File: src/rtl/id_disp_pkg.sv
// Shared types and constants for the student-ID display scanner.
// Holds the frame FSM states and the active-low hex segment table.
package id_disp_pkg;

  typedef enum logic [1:0] {
    SEARCH,
    FILL,
    CHECK
  } state_t;

  localparam logic [6:0] SEG_BLANK = 7'h7F;

  // Indexed by hex digit; {g,f,e,d,c,b,a}, low = lit
  localparam logic [15:0][6:0] SEG_LUT = {
    7'h0E, 7'h06, 7'h21, 7'h46,
    7'h03, 7'h08, 7'h10, 7'h00,
    7'h78, 7'h02, 7'h12, 7'h19,
    7'h30, 7'h24, 7'h79, 7'h40
  };

endpackage

File: src/rtl/id_display_scanner_hex.sv
// Combinational hex digit to active-low seven-segment decode.
// Pure table lookup; the caller registers the result.
module hex_to_seg7
  import id_disp_pkg::*;
(
  input  logic [3:0] d_i,
  output logic [6:0] seg_o
);

  assign seg_o = SEG_LUT[d_i];

endmodule

File: src/rtl/id_display_scanner.sv
// Frame-locks on the ID digit stream, buffers one frame, verifies
// later frames against it and scans the buffer onto the display.
module id_display_scanner
  import id_disp_pkg::*;
#(
  parameter int          NUM_DIGITS  = 8,
  parameter int          SCAN_DIV_W  = 2,
  parameter logic [3:0]  START_DIGIT = 4'hA
) (
  input  logic                  clk,
  input  logic                  reset,
  input  logic [3:0]            id,
  input  logic                  sample,
  output logic [6:0]            seg,
  output logic [NUM_DIGITS-1:0] an,
  output logic                  frame_valid,
  output logic                  mismatch
);

  localparam int IW = $clog2(NUM_DIGITS);
  localparam int CW = IW + SCAN_DIV_W;
  localparam logic [IW-1:0] LAST = IW'(NUM_DIGITS - 1);

  state_t          state_q, state_d;
  logic [IW-1:0]   idx_q, idx_d;
  logic            fv_q, fv_d;
  logic            mm_q, mm_d;
  logic [CW-1:0]   cnt_q;
  logic [6:0]      seg_q, seg_d;
  logic [NUM_DIGITS-1:0] an_q, an_d;
  logic [3:0]      buf_q [NUM_DIGITS];
  logic            wr_en;
  logic [IW-1:0]   pos;
  logic [6:0]      dec;

  always_comb begin
    state_d = state_q;
    idx_d   = idx_q;
    fv_d    = fv_q;
    mm_d    = mm_q;
    wr_en   = 1'b0;
    if (sample) begin
      unique case (state_q)
        SEARCH: begin
          if (id == START_DIGIT) begin
            wr_en   = 1'b1;
            idx_d   = IW'(1);
            state_d = FILL;
          end
        end
        FILL: begin
          wr_en = 1'b1;
          idx_d = idx_q + 1'b1;
          if (idx_q == LAST) begin
            fv_d    = 1'b1;
            state_d = CHECK;
          end
        end
        CHECK: begin
          if (id != buf_q[idx_q]) begin
            mm_d    = 1'b1;
            fv_d    = 1'b0;
            idx_d   = '0;
            state_d = SEARCH;
          end else begin
            idx_d = idx_q + 1'b1;
          end
        end
        default: state_d = SEARCH;
      endcase
    end
  end

  // Buffer carries no reset: it is only read once frame_valid is set
  always_ff @(posedge clk) begin
    if (wr_en) buf_q[idx_q] <= id;
  end

  assign pos = cnt_q[CW-1 -: IW];

  hex_to_seg7 u_hex (
    .d_i   (buf_q[pos]),
    .seg_o (dec)
  );

  // Position 0 is leftmost, so its enable is the top bit (~pos)
  always_comb begin
    seg_d = SEG_BLANK;
    an_d  = '1;
    if (fv_q) begin
      seg_d     = dec;
      an_d[~pos] = 1'b0;
    end
  end

  always_ff @(posedge clk or posedge reset) begin
    if (reset) begin
      state_q <= SEARCH;
      idx_q   <= '0;
      fv_q    <= 1'b0;
      mm_q    <= 1'b0;
      cnt_q   <= '0;
      seg_q   <= SEG_BLANK;
      an_q    <= '1;
    end else begin
      state_q <= state_d;
      idx_q   <= idx_d;
      fv_q    <= fv_d;
      mm_q    <= mm_d;
      cnt_q   <= cnt_q + 1'b1;
      seg_q   <= seg_d;
      an_q    <= an_d;
    end
  end

  assign seg         = seg_q;
  assign an          = an_q;
  assign frame_valid = fv_q;
  assign mismatch    = mm_q;

endmodule

File: config.mk
export PLATFORM = sky130hd
export DESIGN_NAME = id_display_scanner
export DESIGN_NICKNAME = d
export VERILOG_FILES = /design/src/rtl/id_disp_pkg.sv /design/src/rtl/id_display_scanner_hex.sv /design/src/rtl/id_display_scanner.sv
export SDC_FILE = /design/constraint.sdc
export NUM_CORES = 1
export LEC_CHECK = 0
export BUFFER_PORTS_ARGS = -buffer_cell sky130_fd_sc_hd__clkbuf_2
export CAP_MARGIN = 10
export CORE_ASPECT_RATIO = 1.25
export CORE_MARGIN = 3
export CORE_UTILIZATION = 45
export DETAILED_ROUTE_END_ITERATION = 10
export GPL_TIMING_DRIVEN = 0
export SYNTH_ARGS = -nofsm -noshare
export SYNTH_HDL_FRONTEND = slang
export SYNTH_SLANG_ARGS = --single-unit
File: constraint.sdc
create_clock -name clk -period 3.4 [get_ports clk]
set_clock_uncertainty 0.2 [all_clocks]
set_input_delay 0.34 -clock clk [delete_from_list [all_inputs] [get_ports clk]]
set_output_delay 0.34 -clock clk [all_outputs]
set_load 0.005 [all_outputs]
* Yosys cells after proc, flatten, opt, wreduce, memory -nomap -nowiden
Memories as Yosys holds them, arrays and structs flattened. Cells that the tools add are included. Widths: inputs -> output; s select.
Storage, ports and cells: register bits after elaboration 27, memory bits (writable) 32, bits in read-only memories 112, bits of input ports 7, word-level logic and storage cells 52, memories kept 2
Cells by class: add/sub/neg operators 2, $lt $le $gt $ge 3, equal/unequal tests 8, multiplexer cells 20, bitwise logic cells 2, reductions and logical operators 8
Memory list:
- (name not given) | words 16, bits a word 7, rd ports 1, clocked after memory_dff 0, write ports 0, RTL line id_display_scanner_hex.sv:10 | assign seg_o = SEG_LUT[d_i];
- buf_q | words 8, bits a word 4, rd ports 2, clocked after memory_dff 0, write ports 1, RTL line id_display_scanner.sv:31 | logic [3:0] buf_q [NUM_DIGITS];
Operator list (number):
- $mux 7 | 2
- $pmux 3 s3 | 1
- $mux 8 | 1
- $not 8->8 | 1
- $reduce_and 4->1 | 2
- $mux 1 | 7
- $mux 2 | 3
- $mux 3 | 2
- $ne 2x2->1 const B | 3
- $pmux 2 s3 | 1
- $reduce_and 3->1 | 2
- $add 5x1->5 const B | 1
- $lt 4x5->1 const B | 1
- $eq 4x4->1 const B | 1
- $lt 3x4->1 const B | 1
- $ne 4x4->1 | 1
- $pmux 1 s2 | 2
- $add 3x1->3 const B | 1
- $demux 1 s3 | 1
- $eq 3x3->1 const B | 1
- $ge 3x1->1 const B | 1
- $not 3->3 | 1
- $reduce_bool 3->1 | 1
- $eq 2x1->1 const B | 1
- 4 further kinds | 4

* Logic depth before layout (Yosys ltp)
word-level depth 7, depth in mapped cells 10, mapped depth without buffers 8

* By module
Synthesis repeated with hierarchy kept, for this count alone.
Second synthesis, totals: cells, all modules 233, area, all modules 3062.9 µm²
By module, submodules not included:
- id_display_scanner | times used 1, cells an instance 201, area each 2787.7 µm², sequential area each 1655.3 µm²
- hex_to_seg7 | times used 1, cells an instance 32, area each 275.3 µm², sequential area each 0.0 µm²

* Least setup slack after synthesis
OpenSTA, ideal clock, no wires.
path type reg-to-reg, start register cnt_q[4], end register seg_q[3], in the netlist seg[3], library setup time 0.087 ns, arrival time 2.588 ns, data required time 3.113 ns, slack 0.525 ns, stages on the path, launching flop included 8, period minus slack after synthesis 2.875 ns, path through dfrtp_1 > buf_1 > mux4_2 > mux2i_1 > inv_1 > ha_1 > mux4_2 > nand2b_1
On the way: longest elaborated chain between the ends 4
RTL lines:
- start: declaration | RTL line id_display_scanner.sv:28 | logic [CW-1:0] cnt_q;
- start signal: assignment | RTL line id_display_scanner.sv:110 | cnt_q <= cnt_q + 1'b1;
- $mem_v2 8x4
- $mem_v2 16x7
- $mux 7 (not written as such) | RTL line id_display_scanner_hex.sv:10
- $mux 7 | RTL line id_display_scanner.sv:90 | if (fv_q) begin
- named net seg_d[3] | RTL line id_display_scanner.sv:29 | logic [6:0] seg_q, seg_d;
- end signal: assignment | RTL line id_display_scanner.sv:111 | seg_q <= seg_d;
- end: declaration | RTL line id_display_scanner.sv:29
The timed path passes the listed nets, and every way through them passes these cells. The select of a mux whose other input is x is not followed. A chain may end at the register's enable or synchronous reset.

* Worst setup path in the final report
Ends and elaborated chain as after synthesis.

==> flow_metrics.py <==
metrics = {
    "sta": {
        "setup_viol": 0,
        "period_needed_ns": 3.09,
        "min_period_over_period_pct": 91.0,
        "fin_ws_ns": 0.306,
        "rsz0062_at_grt": "false",
        "tns_ns": 0,
        "tightest_slew_ns": 0.958,
        "slew_violations": 0,
        "finalHoldViolations": 0,
        "fmax_mhz": 323,
        "relSlewSlack_pct": 36.1,
    },
    "drt": {
        "drt-initial-drc-count": 53,
        "wire_per_inst_um": 16.4,
        "drt_wl_total_mm": 5.81,
        "final_antenna_net_count": 0,
        "num_vias": 1890,
        "firstDrtPassIters": 4,
        "drt-vias-per-instance": 5.32,
        "drc": 0,
    },
    "clock_network": {
        "cts.path.max_buffers": 2,
        "postCtsHoldBufs": 0,
        "cts_max_level": 3,
        "clk_latency_ns": 0.33,
        "tritoncts": "done",
        "cts_sinks": 59,
        "cts_buffers": 9,
        "cts.reportedPaths.clkPinSlew_ns": 0.07,
        "root_buffer": "clkbuf_8",
    },
    "final_layout": {
        "drive_gt1_share_pct": 30.2,
        "final-instance-count-excl-fill": 355,
        "antenna_cells": 0,
        "n_fill_cell": 553,
        "fin_area_um2": 3490,
        "nets": 283,
        "areaGrowthSynthToFinish_pct": 14.0,
    },
    "setup_path": {
        "crit_fanout": 14,
        "worstSetupPathType": "register to register",
        "endpoint_kind": "register",
        "crit_path_frequent_cell": "mux4_2",
        "cp_slowest_cell": "dfrtp_1",
        "crit_required_ns": 3.44,
        "critical_path_arrival_ns": 3.14,
        "crit_path_start_kind": "register",
        "crit_chain": "mux4_2 > mux2i_1 > inv_1 > ha_1 > mux4_2 > nand2b_1",
        "cpPeakStageDelay_ns": 0.72,
    },
    "floorplan": {
        "io_pins": 24,
        "die_w_um": 79.8,
        "start_util_pct": 46.7,
        "rows": 33,
        "die-area_um2": 7840,
        "coreArea_um2": 6570,
        "dieHeight_um": 98.3,
    },
    "synth": {
        "synth_nets": 250,
        "synthTopCellsByArea": "edfxtp_1, dfstp_2, dfrtp_1",
        "ys_types": 47,
        "netlist_area_um2": 3060,
        "ys_ff_latch": 59,
        "yosysWarnings": 0,
        "postSynthCellCount": 230,
        "synth_top_area_share_pct": 31.4,
        "syn_area_per_cell_um2": 13.3,
        "yosysTopAreaCell": "edfxtp_1",
        "seq_area_frac_synth_pct": 54.0,
    },
    "placement": {
        "io_buffers": 23,
        "dp_slack_ns": 0.0320,
        "dp.cells": 340,
        "hpwlAfterDp_mm": 4.53,
        "gp_congestion": 0.836,
        "place_area_um2": 3290,
    },
    "global_route": {
        "antenna_found_initial": 0,
        "grt_pass1_wl_mm": 9.87,
        "grt_pass1_vias": 1934,
        "grt_usage_pct": 16.9,
        "grt_max_degree": 28,
        "gr-total-overflow": 0,
    },
    "power_and_ir_drop": {
        "p_leak_nw": 1.36,
        "p_per_area_nw_per_um2": 641,
        "irDropWorstVdd_v": 0.000328,
        "p_total_w": 0.00224,
    },
    "job": {
        "cap_violations": 0,
    },
    "status": {
        "status": "finished clean",
    },
    "hold_path": {
        "hold_path.class": "input port to asynchronous set/reset pin",
    },
}
[worst max-delay path: cells and delay by family (launching register included)]
family,cells,cell delay (ns)
buffers and inverters,1,0.17
adder cells (fa/ha/maj),1,0.28
flip-flops,1,0.72
AND/OR/NAND/NOR,1,0.16
multiplexers,3,1.49
[report_power, final]
| part | leakage (nW) | total [W] | switching [W] | internal (W) |
|---|---|---|---|---|
| clock network | 0.0992 | 0.000645 | 0.000271 | 0.000374 |
| logic | 0.670 | 0.000703 | 0.000386 | 0.000316 |
| registers | 0.590 | 0.000893 | 0.0000467 | 0.000846 |
| total | 1.36 | 0.00224 | 0.000704 | 0.00154 |
[kinds of logic after synthesis]
family	count (synthesis)	share of synthesized area, %
mux	32	15.1
compound gates	31	7.72
flops	59	54.0
simple gates	63	10.5
buf+inv	26	4.41
xor+xnor	6	2.94
fa+ha+maj	13	5.31
[routing by layer]
layer	wire length, µm	vias to the layer above	GRT usage, %
li1	-	922	-
met1	2390	928	20.0
met4	81	0	6.24
met5	0	-	0
met3	201	9	4.24
met2	3140	31	29.2
[synth_stat cells (all sizes together)]
cell type,number
a211o,1
a21o,2
and4,1
nor3b,4
o22ai,3
dfrtp,12
nand3b,1
mux4,11
a41oi,1
edfxtp,32
a21oi,4
nand3,12
nand2b,2
o21ai,6
buf,8
a22oi,1
a31o,1
inv,14
xor2,1
dfstp,15
nand2,17
nand4bb,1
mux2,3
o221ai,1
nor2b,2
xnor2,5
a31oi,1
and3,1
nor3,6
clkbuf,4
ha,13
mux2i,18
a21bo,1
o21a,1
nand4,4
or3,1
nor2,11
o311ai,3
o211ai,5
[placed cells by master (no fill, tap or decap), drive strengths merged, types with 3 or more instances in the layout]
| cell | instances |
|---|---|
| a21oi | 4 |
| buf | 7 |
| clkbuf | 41 |
| dfrtp | 12 |
| dfstp | 15 |
| edfxtp | 32 |
| ha | 13 |
| inv | 14 |
| mux2 | 3 |
| mux2i | 18 |
| mux4 | 11 |
| nand2 | 17 |
| nand3 | 12 |
| nand4 | 4 |
| nor2 | 11 |
| nor3 | 6 |
| nor3b | 4 |
| o211ai | 5 |
| o21ai | 6 |
| o22ai | 3 |
| o311ai | 3 |
| xnor2 | 5 |
[path summary, 6_finish.rpt]
check / start / endpoint / slack (ns) / cells after the start
max: cnt_q[4] / seg[3] / 0.31 / 6
min: reset / mismatch / 0.001 / 2
max reg2reg: cnt_q[4] / seg[3] / 0.31 / 6
min reg2reg: cnt_q[0] / cnt_q[0] / 0.26 / 1
max in group asynchronous: reset / idx_q[1] / 2.41 / 2
min in group clk: sample / mismatch / 0.15 / 2
[flip-flops by register name, summed over array words and instances, names as in the netlist]
register,cells
buf_q,32
mismatch,1
an,8
seg,7
idx_q,3
cnt_q,5
frame_valid,1
state_q,2
[repair_timing]
action	in CTS	in global routing
setup buffers	0	0
gates resized for setup	0	0
setup endpoints to repair	0	2
[final cells by class]
cell class / count / area, µm² / area share [%]
clock buffer: 14 / 195 / 5.59
sequential: 59 / 1660 / 47.4
tap: 87 / 109 / 3.11
timing repair buffer: 23 / 115 / 3.29
inverter: 14 / 52.6 / 1.50
multi-input combinational: 145 / 1270 / 36.4
buffer: 11 / 78.8 / 2.26
clock inverter: 2 / 15.0 / 0.430
[per-stage QoR]
stage          hold WS, ns  util (%)
6_report           0.00109      53.2
5_1_grt             0.0821      53.2
4_1_cts             0.0231      53.3
3_5_place_dp         0.244      50.1
3_3_place_gp         0.241      50.1
2_1_floorplan        0.182         -
No activity file was read; power rests on OpenSTA's default activity.
